## src/rtl/fifo_rr_arbiter.sv

```systemverilog
`default_nettype none
// ============================================================================
// Module      : fifo_rr_arbiter
// Description : Round-robin burst arbiter that drains up to NUM_PORTS
//               show-ahead FIFOs into one registered valid/ready output
//               stage. Each grant pops at most BURST_LEN consecutive words
//               from one port. The search for the next port starts just
//               after the last port served, so every port gets a fair turn.
//
// Ports
//   clk_i      in   1                   rising-edge clock
//   arst_i     in   1                   asynchronous active-high reset
//   empty_i    in   NUM_PORTS           per-port FIFO empty flag
//   q_i        in   NUM_PORTS*DWIDTH    per-port FIFO head words (port n at
//                                       bits [n*DWIDTH +: DWIDTH])
//   rdreq_o    out  NUM_PORTS           per-port pop strobe (one-hot or zero)
//   port_en_i  in   NUM_PORTS           per-port arbitration enable
//   data_o     out  DWIDTH              registered output word
//   valid_o    out  1                   data_o holds a valid word
//   ready_i    in   1                   downstream accept
//   sel_o      out  SEL_W               source port of data_o
//   busy_o     out  1                   high while a grant is active
//
// Revision    : 1.0 - initial release
// ============================================================================
module fifo_rr_arbiter #(
    parameter int NUM_PORTS = 4,
    parameter int DWIDTH    = 32,
    parameter int BURST_LEN = 4,
    parameter int SEL_W     = $clog2(NUM_PORTS)
) (
    input  logic                        clk_i,
    input  logic                        arst_i,
    input  logic [NUM_PORTS-1:0]        empty_i,
    input  logic [NUM_PORTS*DWIDTH-1:0] q_i,
    output logic [NUM_PORTS-1:0]        rdreq_o,
    input  logic [NUM_PORTS-1:0]        port_en_i,
    output logic [DWIDTH-1:0]           data_o,
    output logic                        valid_o,
    input  logic                        ready_i,
    output logic [SEL_W-1:0]            sel_o,
    output logic                        busy_o
);

    localparam int CNT_W = $clog2(BURST_LEN + 1);

    typedef enum logic [0:0] {
        ST_IDLE  = 1'b0,
        ST_GRANT = 1'b1
    } state_t;

    // ------------------------------------------------------------------
    // Registers
    // ------------------------------------------------------------------
    state_t             r_state;
    logic [SEL_W-1:0]   r_g;
    logic [SEL_W-1:0]   r_last;
    logic [CNT_W-1:0]   r_burst_cnt;
    logic [DWIDTH-1:0]  r_data;
    logic [SEL_W-1:0]   r_sel;
    logic               r_valid;
    logic               r_busy;

    // ------------------------------------------------------------------
    // Combinational signals
    // ------------------------------------------------------------------
    logic [NUM_PORTS-1:0] w_elig;
    logic                 w_elig_g;
    logic [DWIDTH-1:0]    w_q_g;
    logic                 w_load_ok;
    logic                 w_pop;
    logic                 w_found;
    logic [SEL_W-1:0]     w_next;
    logic [SEL_W-1:0]     w_idx;
    logic [CNT_W-1:0]     w_cnt_nxt;
    logic                 w_burst_done;

    assign w_elig    = ~empty_i & port_en_i;
    // The output stage can take a new word if it is empty or being drained.
    assign w_load_ok = ~r_valid | ready_i;

    // Eligibility and head word of the currently granted port. Ports are
    // matched by explicit comparison so an out-of-range r_g selects nothing.
    always_comb begin
        w_elig_g = 1'b0;
        w_q_g    = '0;
        for (int n = 0; n < NUM_PORTS; n++) begin
            if (r_g == SEL_W'(n)) begin
                w_elig_g = w_elig[n];
                w_q_g    = q_i[n*DWIDTH +: DWIDTH];
            end
        end
    end

    // A pop only ever happens in GRANT, from an eligible port, into an
    // output stage that is free this cycle. This guarantees every popped
    // word lands in data_o and no untransferred word is overwritten.
    assign w_pop = (r_state == ST_GRANT) && w_elig_g && w_load_ok;

    always_comb begin
        rdreq_o = '0;
        for (int n = 0; n < NUM_PORTS; n++) begin
            if (w_pop && (r_g == SEL_W'(n))) begin
                rdreq_o[n] = 1'b1;
            end
        end
    end

    // Round-robin search: last+1, last+2, ... wrapping modulo NUM_PORTS.
    // The final iteration revisits 'last' itself so a lone requester can
    // be served again back to back.
    always_comb begin
        w_found = 1'b0;
        w_next  = '0;
        w_idx   = '0;
        for (int i = 1; i <= NUM_PORTS; i++) begin
            w_idx = SEL_W'((int'(r_last) + i) % NUM_PORTS);
            if (!w_found && w_elig[w_idx]) begin
                w_found = 1'b1;
                w_next  = w_idx;
            end
        end
    end

    assign w_cnt_nxt    = r_burst_cnt + CNT_W'(1);
    assign w_burst_done = (w_cnt_nxt == CNT_W'(BURST_LEN));

    // ------------------------------------------------------------------
    // FSM with registered output stage
    // ------------------------------------------------------------------
    always_ff @(posedge clk_i or posedge arst_i) begin
        if (arst_i) begin
            r_state     <= ST_IDLE;
            r_g         <= '0;
            r_last      <= SEL_W'(NUM_PORTS - 1);   // port 0 searched first
            r_burst_cnt <= '0;
            r_data      <= '0;
            r_sel       <= '0;
            r_valid     <= 1'b0;
            r_busy      <= 1'b0;
        end else begin
            // Output stage: a pop overrides a simultaneous drain.
            if (w_pop) begin
                r_data  <= w_q_g;
                r_sel   <= r_g;
                r_valid <= 1'b1;
            end else if (r_valid && ready_i) begin
                r_valid <= 1'b0;
            end

            case (r_state)
                ST_IDLE: begin
                    // One-cycle arbitration bubble: never pops here.
                    if (w_found) begin
                        r_g         <= w_next;
                        r_burst_cnt <= '0;
                        r_state     <= ST_GRANT;
                        r_busy      <= 1'b1;
                    end
                end
                ST_GRANT: begin
                    if (!w_elig_g) begin
                        // Port ran dry or was disabled: give up the grant.
                        r_last  <= r_g;
                        r_state <= ST_IDLE;
                        r_busy  <= 1'b0;
                    end else if (w_load_ok) begin
                        r_burst_cnt <= w_cnt_nxt;
                        if (w_burst_done) begin
                            r_last  <= r_g;
                            r_state <= ST_IDLE;
                            r_busy  <= 1'b0;
                        end
                    end
                    // Otherwise stalled downstream: hold grant and count.
                end
                default: begin
                    r_state <= ST_IDLE;
                    r_busy  <= 1'b0;
                end
            endcase
        end
    end

    assign data_o  = r_data;
    assign sel_o   = r_sel;
    assign valid_o = r_valid;
    assign busy_o  = r_busy;

endmodule
`default_nettype wire

```

## config.mk

```make
export PLATFORM = sky130hd
export DESIGN_NAME = fifo_rr_arbiter
export DESIGN_NICKNAME = d
export VERILOG_FILES = /design/src/rtl/fifo_rr_arbiter.sv
export SDC_FILE = /design/constraint.sdc
export NUM_CORES = 1
export LEC_CHECK = 0
export CAP_MARGIN = 20
export CORE_UTILIZATION = 39
export CTS_CLUSTER_DIAMETER = 120
export DETAILED_ROUTE_END_ITERATION = 7
export PLACE_DENSITY = 0.84
export REMOVE_ABC_BUFFERS = 1
export SLEW_MARGIN = 20
export SYNTH_ARGS = -nofsm -noshare
export SYNTH_HDL_FRONTEND = slang
export SYNTH_SLANG_ARGS = --single-unit
```

## constraint.sdc

```tcl
create_clock -name clk_i -period 3.9 [get_ports clk_i]
set_input_delay 0.78 -clock clk_i [delete_from_list [all_inputs] [get_ports clk_i]]
set_output_delay 0.78 -clock clk_i [all_outputs]
set_load 0.01 [all_outputs]
```

==> results.txt <==
The total number of nets in the final design is 512. The setup TNS after final layout is 0 ns. The final routed DRC violation total is 0.

After detailed routing, the met3 layer carries 646 um of wire. The critical path is of the input port to primary output type. The share of the synthesized area in compound gates (AO/OA/AOI/OAI) was 0.0910. The count of inserted antenna diode cells is 0. After synthesis, the mean cell area works out to ~14 um^2. The most numerous cell type found on the critical path is sky130_fd_sc_hd__clkdlybuf4s50_1. The destination of the worst register-to-register timing path is data_o[6]$_DFFE_PP0P_. Entering global routing, the biggest net connects 45 pins. The global-route total usage across every layer came out at 0.215. The clock-pin slew on the worst setup and hold paths came out at 0.08 ns.

The max-slew violation count came out at 0. After synthesis, the share of cell area in mux cells is 0.386. The number of gates resized after CTS was 0.

The count of pins on the block boundary is between 150 and 200. The starting density of the core is 0.415. The critical-path maximum fanout is 12. The worst clock skew on the final layout is 0.00647 ns. The post-route total power is 0.00279 W.

The HPWL after detailed placement came out at 6040 um. The count of nets left with antenna violations once routing finished came out at 0. In this run the deepest clock path goes through 2 buffers.

The TritonCTS clock tree is yes. The xor/xnor cell area share of the yosys netlist came out at 0.00325. The startpoint identified for the worst register-to-register timing path is r_g[1]$_DFFE_PP0P_. STA classifies the critical path endpoint as a primary output. Sorting the synthesized cells by area gives the leading types as sky130_fd_sc_hd__dfrtp_1 (39%), sky130_fd_sc_hd__mux4_2 (23%), sky130_fd_sc_hd__mux2_1 (11%), sky130_fd_sc_hd__o21ai_0 (4.1%), sky130_fd_sc_hd__mux2_2 (2.1%).

For this run, the register share of the synthesized area comes to 0.409. After detailed routing, no signal wire sits above met4. The number of levels the H-tree was split into is 2.

The first detailed-routing pass ran for 4 iterations. Setup repair after global routing left no endpoint under its margin. The initialized floorplan defines 29 standard-cell rows. The critical path ends at rdreq_o[2]. After floorplanning, the core was sized to cover 6490 um^2. For this run, the slowest stage of the critical path takes 0.55 ns. The post-synthesis cell count is 195. The buffer count from post-CTS setup fixing is 0. The share of synthesized cell area in and, or, nand and nor gates came out at 0.0636. The via total after detailed routing came out at approximately 2400. The number of distinct library cell variants in the gate-level netlist after synthesis is 39. The final instance count without filler cells came out at 449. The full die area is 7250 um^2.

The run finished with clean final reports. The power density over the cells is 601 nW/um^2. The reg2reg setup slack is 1.68 ns. The clock latency on the worst-skew pair came out at 0.29 ns.

The height of the die came out at 85.2 um. The hold buffer count at CTS is 0. The die is 85.2 um wide. The initial antenna violation count came out at 0. In this run the tool buffered the top-level ports with 178 buffer cells. The kind of launch point of the worst setup path is an input port.

The signed area change from the synthesized netlist to the final layout came out at 72.2%. The highest achievable clock rate is 264 MHz. The tightest min-delay check is of the flop to flop type.

CTS placed an instance of sky130_fd_sc_hd__clkbuf_8 at the clock tree root. At the end of routability-driven placement, the weighted congestion stood at 0.813. In this run, the number of DRC markers left after iteration 0 of detailed routing was 77. The cell depth of the worst min-delay path is 1.

For this run, the number of Yosys warnings is 0. The sum of overflow across all layers after global routing is 0. The dominant combinational cell family by area after synthesis is multiplexers. The synthesis-stage register bit count is 44. For the worst setup path, the data required time is about 3.1 ns. The number of endpoints failing setup at the final stage came out at 0. The average via count per standard cell is between 5 and 6. The remaining max-slew budget at the tightest pin came out at 0.402.

The static leakage is 1.82 nW. The mapped cell area came out at 2700 um^2. The share of post-route cells with drive strength above 1 came out at 0.153. The number of cells on the worst reg-to-reg path is 4. The via count of the first global-routing pass came to 2547. The number of cells in the design after placement came out at 441. In the layout the commonest cells are sky130_fd_sc_hd__clkdlybuf4s50_1 (178), sky130_fd_sc_hd__dfrtp_1 (40), sky130_fd_sc_hd__mux4_2 (28), sky130_fd_sc_hd__mux2_1 (27), sky130_fd_sc_hd__o21ai_0 (22). At the pin with the least slew margin, the transition time is 0.895 ns.

The library cell used most frequently in the layout, excluding fill and tap cells, is sky130_fd_sc_hd__clkdlybuf4s50_1. The start point of the critical path is port_en_i[3]. The clock net in this run drives a total of 44 sinks. The sum of met2 wire segment lengths after detailed routing came out at 4080 um. The first global-routing pass estimated 12200 um of wire.

The average wire per standard cell came out at 16.9 um. After detailed routing, the wire length on met1 is 2690 um. The aggregate routed wire length is 7570 um. The final-report hold violation count is 0. sky130_fd_sc_hd__dfrtp_1 takes more of the synthesized area than any other cell.

The share of synthesized area in the top cell type comes to 0.390. The signal arrival time at the worst endpoint came out at 3.01 ns. The synthesized-area fraction occupied by adder cells came out at 0.00928. The final critical-path required period came out at 3.79 ns. On the critical path, the stage with the largest delay is an instance of sky130_fd_sc_hd__clkdlybuf4s50_1.

The portion of the clock cycle consumed by the worst path in the final layout is 0.971. The TritonCTS buffer count is 5. The critical path goes through clkdlybuf4s50_1 > nand2b_4 > mux4_2 > or2_4 > nor3b_2 > clkdlybuf4s50_1. The largest voltage drop on the vdd net came out at 0.000512 V. The count of maximum capacitance violations came out at 0.
logic make-up after synthesis:
logic type,count (synthesis)
compound gates,42
mux,65
simple gates,22
flops,44
fa+ha+maj,2
xor+xnor,1
buf+inv,19
sequential cells by signal, indices dropped and copies added, names as in the netlist:
signal / cells
data_o: 32
r_last: 2
busy_o: 1
r_g: 2
sel_o: 2
r_burst_cnt: 3
valid_o: 1
r_state: 1
stage by stage:
stage               hold WS, ns  instance area, um^2  setup slack (ns)   util
floorplan                 0.472                 2610             0.268      -
global placement          0.467                 4530             0.148  0.698
detailed placement        0.474                 4530             0.105  0.698
CTS                       0.493                 4640             0.103  0.715
global route              0.499                 4640            0.0441  0.715
finish                    0.488                 4640             0.113  0.715
cell type report:
class	count	area (um^2)
tap	77	96.3
clock inverter	3	42.5
inverter	5	18.8
sequential	44	1110
fill	485	1850
timing repair buffer	183	1820
multi-input combinational	132	1490
clock buffer	5	68.8
critical path, delay by kind of cell:
kind	cells	cell delay (ns)
mux	1	0.50
simple gates	3	0.62
buf+inv	2	1.10
worst min-delay path by stage:
stage	start	slack [ns]	endpoint
3_5_place_dp	data_o[20]$_DFFE_PP0P_	0.47	data_o[20]$_DFFE_PP0P_
2_1_floorplan	r_burst_cnt[2]$_DFFE_PP0P_	0.47	r_burst_cnt[2]$_DFFE_PP0P_
3_3_place_gp	data_o[20]$_DFFE_PP0P_	0.47	data_o[20]$_DFFE_PP0P_
6_report	data_o[28]$_DFFE_PP0P_	0.49	data_o[28]$_DFFE_PP0P_
4_1_cts	data_o[20]$_DFFE_PP0P_	0.49	data_o[20]$_DFFE_PP0P_
5_1_grt	data_o[20]$_DFFE_PP0P_	0.50	data_o[20]$_DFFE_PP0P_
Yosys cell counts, drive strengths merged:
cell type  count
nand3b         2
dfrtp         42
nor2           2
nand3          2
a211oi         1
nand2          3
nor3b          2
xor2           1
a21oi          1
o21a           1
and4b          1
a21boi         1
dfstp          2
or2            1
nor3           1
o21ai         30
and3           1
mux2i          5
nor2b          1
a2bb2oi        1
mux2          32
o31ai          1
buf            8
o221ai         1
mux4          28
ha             2
a221o          1
nand2b         6
a41o           1
o211ai         3
clkbuf         6
inv            5
routing by layer:
metal,global-route usage,vias to the layer above
met5,0,-
met3,0.0584,16
met4,0.0647,0
li1,-,1115
met1,0.235,1153
met2,0.403,112
where the power goes:
group	leakage, nW	switching, W	internal (W)	total (W)
Combinational	1.24	0.000641	0.000957	0.00160
Sequential	0.529	0.000161	0.000690	0.000851
Clock	0.0541	0.000153	0.000190	0.000342
No activity file was read; power rests on OpenSTA's default activity.
